[src/rtl/cavlc_level_decoder_if.sv]
// Handshake bundles for cavlc_level_decoder: level-pair input and level output.
interface cavlc_lvl_in_if #(
  parameter int PREFIX_W = 5
);
  logic                InValid;
  logic                InReady;
  logic [PREFIX_W-1:0] LevelPrefix;
  logic [15:0]         LevelSuffix;
  logic [3:0]          SuffixSize;

  modport master (
    output InValid, LevelPrefix, LevelSuffix,
    input  InReady, SuffixSize
  );
  modport slave (
    input  InValid, LevelPrefix, LevelSuffix,
    output InReady, SuffixSize
  );
endinterface

interface cavlc_lvl_out_if #(
  parameter int LEVEL_W = 16
);
  logic                      OutValid;
  logic                      OutReady;
  logic signed [LEVEL_W-1:0] LevelOut;
  logic                      OutLast;

  modport master (
    output OutValid, LevelOut, OutLast,
    input  OutReady
  );
  modport slave (
    input  OutValid, LevelOut, OutLast,
    output OutReady
  );
endinterface

[src/rtl/cavlc_level_decoder.sv]
// CAVLC level-run decoder: trailing ones, then coded levels with suffixLength.
// Define CAVLC_LEVEL_ESCAPE_EN to decode extended prefixes (>=16).
module cavlc_level_decoder #(
  parameter  int LEVEL_W   = 16,
  parameter  int MAX_COEFF = 16,
  parameter  int PREFIX_W  = 5,
  localparam int CW = $clog2(MAX_COEFF + 1)
) (
  input  logic            Clk,
  input  logic            nReset,
  input  logic            Start,
  input  logic [CW-1:0]   TotalCoeff,
  input  logic [1:0]      TrailingOnes,
  input  logic [2:0]      T1Signs,
  cavlc_lvl_in_if.slave   li,
  cavlc_lvl_out_if.master lo,
  output logic            Busy,
  output logic            Done,
  output logic            Error
);

  localparam logic [1:0] IDLE  = 2'd0;
  localparam logic [1:0] T1    = 2'd1;
  localparam logic [1:0] LEVEL = 2'd2;
  localparam logic [1:0] FLUSH = 2'd3;

  localparam int LCW = LEVEL_W + 2;

  localparam logic [PREFIX_W-1:0] P14 = PREFIX_W'(14);
  localparam logic [PREFIX_W-1:0] P15 = PREFIX_W'(15);

  localparam logic [LCW:0] PMAX =
    {{(LCW + 1 - (LEVEL_W - 1)){1'b0}}, {(LEVEL_W - 1){1'b1}}};
  localparam logic [LCW:0] NMAX = PMAX + (LCW + 1)'(1);

  logic [1:0]                state;
  logic [2:0]                sl;
  logic [CW-1:0]             tc;
  logic [CW-1:0]             cnt;
  logic [1:0]                t1n;
  logic [2:0]                t1s;
  logic                      first;
  logic                      ov;
  logic signed [LEVEL_W-1:0] lvl;
  logic                      last;
  logic                      done_q;
  logic                      err_q;

  logic [PREFIX_W-1:0]       prefix;
  logic [3:0]                ssz;
  logic [15:0]               sfx;
  logic [PREFIX_W-1:0]       pmin;
  logic [LCW-1:0]            lc;
  logic [LCW:0]              mag;
  logic [LCW:0]              thr;
  logic                      neg;
  logic                      sat;
  logic signed [LEVEL_W-1:0] lvl_n;
  logic [2:0]                sl_a;
  logic [2:0]                sl_n;
  logic                      esc_bad;
  logic                      xfer;
  logic                      drain;
  logic [CW-1:0]             cnt_n;

`ifdef CAVLC_LEVEL_ESCAPE_EN
  localparam logic [PREFIX_W-1:0] P3  = PREFIX_W'(3);
  localparam logic [PREFIX_W-1:0] P16 = PREFIX_W'(16);
  logic [PREFIX_W-1:0] pm3;
  assign pm3     = prefix - P3;
  assign esc_bad = 1'b0;
`else
  assign esc_bad = prefix > P15;
`endif

  assign prefix = li.LevelPrefix;
  assign cnt_n  = cnt + CW'(1);
  assign drain  = ov & lo.OutReady;
  assign xfer   = li.InValid & li.InReady;

  assign li.InReady    = (state == LEVEL) & (~ov | lo.OutReady);
  assign li.SuffixSize = ssz;
  assign lo.OutValid   = ov;
  assign lo.LevelOut   = lvl;
  assign lo.OutLast    = last;

  assign Busy  = state != IDLE;
  assign Done  = done_q | ((state == FLUSH) & drain);
  assign Error = err_q;

  always_comb begin
    unique case (1'b1)
      (prefix == P14) && (sl == 3'd0): ssz = 4'd4;
`ifdef CAVLC_LEVEL_ESCAPE_EN
      (prefix >= P15):                 ssz = pm3[3:0];
`else
      (prefix == P15):                 ssz = 4'd12;
      (prefix > P15):                  ssz = 4'd0;
`endif
      default:                         ssz = {1'b0, sl};
    endcase
  end

  always_comb begin
    sfx  = li.LevelSuffix & ((16'd1 << ssz) - 16'd1);
    pmin = (prefix > P15) ? P15 : prefix;
    lc   = (LCW'(pmin) << sl) + LCW'(sfx);
    if ((prefix >= P15) && (sl == 3'd0))
      lc = lc + LCW'(15);
`ifdef CAVLC_LEVEL_ESCAPE_EN
    if (prefix >= P16)
      lc = lc + (LCW'(1) << pm3) - LCW'(4096);
`endif
    if (first && (t1n != 2'd3))
      lc = lc + LCW'(2);
    // even codes map to +, odd to -; add 2 or 1 before halving
    mag   = ({1'b0, lc} + {{(LCW - 1){1'b0}}, ~lc[0], lc[0]}) >> 1;
    neg   = lc[0];
    sat   = neg ? (mag > NMAX) : (mag > PMAX);
    if (sat)
      lvl_n = neg ? {1'b1, {(LEVEL_W - 1){1'b0}}}
                  : {1'b0, {(LEVEL_W - 1){1'b1}}};
    else
      lvl_n = neg ? -LEVEL_W'(mag) : LEVEL_W'(mag);
    sl_a = (sl == 3'd0) ? 3'd1 : sl;
    thr  = (LCW + 1)'(3) << (sl_a - 3'd1);
    sl_n = ((mag > thr) && (sl_a < 3'd6)) ? sl_a + 3'd1 : sl_a;
  end

  always_ff @(posedge Clk or negedge nReset) begin
    if (!nReset) begin
      state  <= IDLE;
      sl     <= '0;
      tc     <= '0;
      cnt    <= '0;
      t1n    <= '0;
      t1s    <= '0;
      first  <= 1'b0;
      ov     <= 1'b0;
      lvl    <= '0;
      last   <= 1'b0;
      done_q <= 1'b0;
      err_q  <= 1'b0;
    end else begin
      done_q <= 1'b0;
      err_q  <= 1'b0;
      if (drain) begin
        ov   <= 1'b0;
        last <= 1'b0;
      end
      unique case (state)
        IDLE: begin
          if (Start) begin
            tc    <= TotalCoeff;
            t1n   <= TrailingOnes;
            t1s   <= T1Signs;
            first <= 1'b1;
            cnt   <= '0;
            sl    <= ((32'(TotalCoeff) > 32'd10) &&
                      (TrailingOnes != 2'd3)) ? 3'd1 : 3'd0;
            if (TotalCoeff == '0)
              done_q <= 1'b1;
            else if (TrailingOnes != 2'd0)
              state <= T1;
            else
              state <= LEVEL;
          end
        end
        T1: begin
          if (~ov | lo.OutReady) begin
            ov   <= 1'b1;
            lvl  <= t1s[0] ? '1 : LEVEL_W'(1);
            t1s  <= t1s >> 1;
            cnt  <= cnt_n;
            last <= cnt_n == tc;
            if (cnt_n == CW'(t1n))
              state <= (cnt_n == tc) ? FLUSH : LEVEL;
          end
        end
        LEVEL: begin
          if (xfer) begin
            if (esc_bad) begin
              err_q <= 1'b1;
              state <= IDLE;
              sl    <= '0;
              cnt   <= '0;
            end else begin
              ov    <= 1'b1;
              lvl   <= lvl_n;
              last  <= cnt_n == tc;
              cnt   <= cnt_n;
              sl    <= sl_n;
              first <= 1'b0;
              err_q <= sat;
              if (cnt_n == tc)
                state <= FLUSH;
            end
          end
        end
        FLUSH: begin
          if (drain) begin
            state <= IDLE;
            sl    <= '0;
            cnt   <= '0;
          end
        end
      endcase
    end
  end

endmodule

[src/flat_wrapper.sv]
// flat-port wrapper written by rule: the top's interface ports become plain ports
module cavlc_level_decoder_flat 
#(
  parameter  int LEVEL_W   = 16,
  parameter  int MAX_COEFF = 16,
  parameter  int PREFIX_W  = 5,
  localparam int CW = $clog2(MAX_COEFF + 1)
)
  (Clk, nReset, Start, TotalCoeff, TrailingOnes, T1Signs, Busy, Done, Error, li_InValid, li_LevelPrefix, li_LevelSuffix, li_InReady, li_SuffixSize, lo_OutValid, lo_LevelOut, lo_OutLast, lo_OutReady);
  cavlc_lvl_in_if #(.PREFIX_W(PREFIX_W)) li_i ();
  cavlc_lvl_out_if #(.LEVEL_W(LEVEL_W)) lo_i ();
  input  logic Clk;
  input  logic nReset;
  input  logic Start;
  input  logic [CW-1:0] TotalCoeff;
  input  logic [1:0] TrailingOnes;
  input  logic [2:0] T1Signs;
  output logic Busy;
  output logic Done;
  output logic Error;
  input wire logic [$bits(li_i.InValid)-1:0] li_InValid;
  input wire logic [$bits(li_i.LevelPrefix)-1:0] li_LevelPrefix;
  input wire logic [$bits(li_i.LevelSuffix)-1:0] li_LevelSuffix;
  output wire logic [$bits(li_i.InReady)-1:0] li_InReady;
  output wire logic [$bits(li_i.SuffixSize)-1:0] li_SuffixSize;
  output wire logic [$bits(lo_i.OutValid)-1:0] lo_OutValid;
  output wire logic [$bits(lo_i.LevelOut)-1:0] lo_LevelOut;
  output wire logic [$bits(lo_i.OutLast)-1:0] lo_OutLast;
  input wire logic [$bits(lo_i.OutReady)-1:0] lo_OutReady;
  assign li_i.InValid = li_InValid;
  assign li_i.LevelPrefix = li_LevelPrefix;
  assign li_i.LevelSuffix = li_LevelSuffix;
  assign li_InReady = li_i.InReady;
  assign li_SuffixSize = li_i.SuffixSize;
  assign lo_OutValid = lo_i.OutValid;
  assign lo_LevelOut = lo_i.LevelOut;
  assign lo_OutLast = lo_i.OutLast;
  assign lo_i.OutReady = lo_OutReady;
  cavlc_level_decoder #(.LEVEL_W(LEVEL_W), .MAX_COEFF(MAX_COEFF), .PREFIX_W(PREFIX_W)) u_core (.Clk(Clk), .nReset(nReset), .Start(Start), .TotalCoeff(TotalCoeff), .TrailingOnes(TrailingOnes), .T1Signs(T1Signs), .li(li_i), .lo(lo_i), .Busy(Busy), .Done(Done), .Error(Error));
endmodule
[config.mk]
export PLATFORM = sky130hd
export DESIGN_NAME = cavlc_level_decoder_flat
export DESIGN_NICKNAME = d
export VERILOG_FILES = /design/src/rtl/cavlc_level_decoder_if.sv /design/src/rtl/cavlc_level_decoder.sv /design/src/flat_wrapper.sv
export SDC_FILE = /design/constraint.sdc
export NUM_CORES = 1
export LEC_CHECK = 0
export CORE_AREA = 3 3 107 109
export CTS_BUF_LIST = sky130_fd_sc_hd__clkbuf_8
export DETAILED_ROUTE_END_ITERATION = 12
export DIE_AREA = 0 0 110 112
export GPL_TIMING_DRIVEN = 0
export PLACE_DENSITY = 0.73
export SLEW_MARGIN = 20
export SYNTH_ARGS = -nofsm -noshare
export SYNTH_HDL_FRONTEND = slang
export SYNTH_SLANG_ARGS = --single-unit
[constraint.sdc]
create_clock -name Clk -period 7.45 [get_ports Clk]
set_clock_uncertainty 0.05 [all_clocks]
set_input_delay 1.1175 -clock Clk [delete_from_list [all_inputs] [get_ports Clk]]
set_output_delay 1.1175 -clock Clk [all_outputs]
set_load 0.01 [all_outputs]
==> out/qor.yml <==
status: "finished clean"
crit_family: "simple AND/OR/NAND/NOR gates"
max_freq_mhz: 138.4
dieArea_um2: 12320
routed_wl_um: 15640
r2r_start: "u_core.sl[0]"
cp-end-kind: "flop"
worstSetupStartpointType: "input port"
layout_commonest_cell: "nand2_1"
fillers: 936
min_path_cells: 2
min_path_type: "flop to flop"
cts_num_sinks: 41
slew_viol_final: 0
portBuffers: 59
critPathRequiredTime_ns: 7.57
vias_per_cell: 6.090
die_h_um: 112
synth.distinct_cells: 94
numCtsBuffers: 5
crit_type: "input port to flop"
hold_end: "u_core.lo.LevelOut[1]"
fin_nets: 861
core-area_um2: 10700
final_cell_mix: "62 x nand2_1, 55 x nor2_1, 53 x clkdlybuf4s50_1"
syn_area_um2: 5426
synth_edf_count: 0
hold_violations: 0
syn_inst: 697
drt_iter0_drc: 316
maxSlewHeadroom: 0.4390
worst_slack_ns: 0.2221
grt_use_total: 0.2423
ys_seq_area_frac: 0.1891
area_growth_pct: 26.15
dp_slack_ns: -1.336
cp_slowest_cell: "fa_2"
async_flop_share: 1.000
drive_above_1_share: 0.1774
cts_root_buf: "clkbuf_8"
grt_remaining_overflow: 0
cts_tree: "built"
gp_congestion: 0.9340
detail-route-antenna-nets: 0
cap_violations: 0
r2r_cells: 31
ios: 62
fp.dieW_um: 110
min_from: "u_core.lo.LevelOut[1]"
r2r-end: "u_core.sl[0]"
vias: 5658
arrival_ns: 7.34
grt_max_degree: 24
cts_max_level: 2
finalSetupViolations: 0
worst-r2r-setup-slack_ns: 0.99
met2_length_um: 7431
syn_nets: 768
max_stage_delay_ns: 0.61
cp.depth: 33
grt_pass1_vias: 5306
avgSynthCellArea_um2: 7.785
clk_pin_slew_ns: 0.08
grt_pass1_wl_um: 24800
insertion_delay_ns: 0.29
dr_wl_met3_um: 761
finalCritPeriodShare: 0.9702
ys_ff_latch: 41
synth_ff_type: "dfrtp_1"
top_layer: "met4"
ys_warn_count: 0
tightest_slew_ns: 0.8364
drc: 0
critPathMaxFanout: 6
wirelength_met1_um: 6997
wl_per_cell_um: 16.83
crit_buf_inv: 3
initial_core_util: 0.5073
dr.pass1.iters: 5
dp_hpwl_um: 11920
antenna_found_initial: 0
rows: 38
clk_path_buf_depth: 2
diodes: 0
cpMostUsedCell: "o21a_1"
period_needed_ns: 7.228
## registers in the layout (all words and copies together), names as in the netlist
signal and flops:
u_core.t1s 3, u_core.sl 3, u_core.cnt 5, u_core.tc 5
u_core.lo.OutLast 1, u_core.Error 1, u_core.lo.OutValid 1, u_core.t1n 2
u_core.done_q 1, u_core.state 2, u_core.lo.LevelOut 16, u_core.first 1
## metrics by stage
step / area (um2) / hold WS (ns) / cells / utilization / TNS (ns)
6_report: 6845 / 0.4275 / 929 / 0.6399 / 0
5_1_grt: 6845 / 0.4664 / 929 / 0.6399 / -0.01284
4_1_cts: 6576 / 0.4355 / 917 / 0.6147 / 0
3_5_place_dp: 6215 / 0.4203 / 897 / 0.5809 / -7.080
3_3_place_gp: 6192 / 0.4134 / 896 / 0.5788 / -5.724
2_1_floorplan: 5426 / 0.4204 / 697 / - / 0
## cells by family after synthesis
| kind of cell | Yosys count | synth area share |
|---|---|---|
| compound gates | 225 | 0.2838 |
| xor+xnor | 55 | 0.09892 |
| fa+ha+maj | 35 | 0.08208 |
| buf+inv | 56 | 0.04818 |
| flops | 41 | 0.1891 |
| mux | 19 | 0.03920 |
| other cells | 1 | 0.0006911 |
| simple gates | 265 | 0.2580 |
## worst max path at each step
stage / start / end
after global routing: li_LevelPrefix[3] / u_core.sl[0]
after floorplan: li_LevelPrefix[2] / u_core.sl[0]
after detailed placement: li_LevelPrefix[4] / u_core.sl[0]
after global placement: li_LevelPrefix[4] / u_core.sl[0]
final: li_LevelPrefix[3] / u_core.sl[0]
after CTS: li_LevelPrefix[4] / u_core.sl[0]
## what timing repair did
item / CTS / global route
hold buffers: 0 / 0
pin swaps: 11 / 14
gates resized for setup: 40 / 41
setup buffers: 16 / 14
setup endpoints to repair: 10 / 5
endpoints found under the hold margin: 0 / 0
## worst min-delay path, stage by stage, from the launching register on
cell     delay, ns
dfrtp_1       0.34
nand2_1       0.04
o21ai_0       0.06
## Yosys cell counts, drive strengths merged (3+ instances only)
cell type | count | area share
a311oi | 3 | 0.0048
buf | 12 | 0.018
and3 | 9 | 0.010
a21oi | 51 | 0.049
and2 | 19 | 0.022
or3 | 5 | 0.0058
nor2 | 57 | 0.039
o22ai | 5 | 0.0058
nor2b | 14 | 0.016
a211o | 5 | 0.0081
ha | 34 | 0.078
o2111a | 4 | 0.0083
nand2b | 13 | 0.015
a32oi | 3 | 0.0048
or4 | 4 | 0.0069
nand4 | 7 | 0.011
a31o | 3 | 0.0048
o21a | 10 | 0.014
dfrtp | 41 | 0.19
o21ai | 53 | 0.049
a311o | 3 | 0.0058
mux2 | 8 | 0.017
o22a | 4 | 0.0065
mux2i | 11 | 0.023
nand2 | 62 | 0.043
nor4 | 9 | 0.014
a31oi | 16 | 0.021
xor2 | 20 | 0.035
or2 | 9 | 0.010
a211oi | 11 | 0.018
o211ai | 10 | 0.014
clkbuf | 19 | 0.013
a21o | 10 | 0.014
nand3 | 21 | 0.019
xnor2 | 34 | 0.060
nand3b | 4 | 0.0055
o31ai | 7 | 0.011
inv | 24 | 0.017
nor3 | 23 | 0.022
## per-layer routing
layer / vias to the layer above / track usage
met5: - / 0
li1: 2767 / -
met3: 28 / 0.01971
met1: 2664 / 0.3222
met2: 199 / 0.4049
met4: 0 / 0.09227
## final cells by class
| class | instances | area, um2 | share of cell area |
|---|---|---|---|
| Multi-Input combinational cell | 600 | 4483 | 0.6549 |
| Sequential cell | 41 | 1026 | 0.1499 |
| Timing Repair Buffer | 90 | 833.3 | 0.1217 |
| Tap cell | 140 | 175.2 | 0.02559 |
| Buffer | 27 | 160.2 | 0.02340 |
| Inverter | 25 | 93.84 | 0.01371 |
| Clock buffer | 5 | 68.82 | 0.01005 |
| Clock inverter | 1 | 5.005 | 0.0007311 |
Power is left out: the tool's default activity adds up to more than one toggle a clock period on the data nets, which glitch-free logic cannot reach.
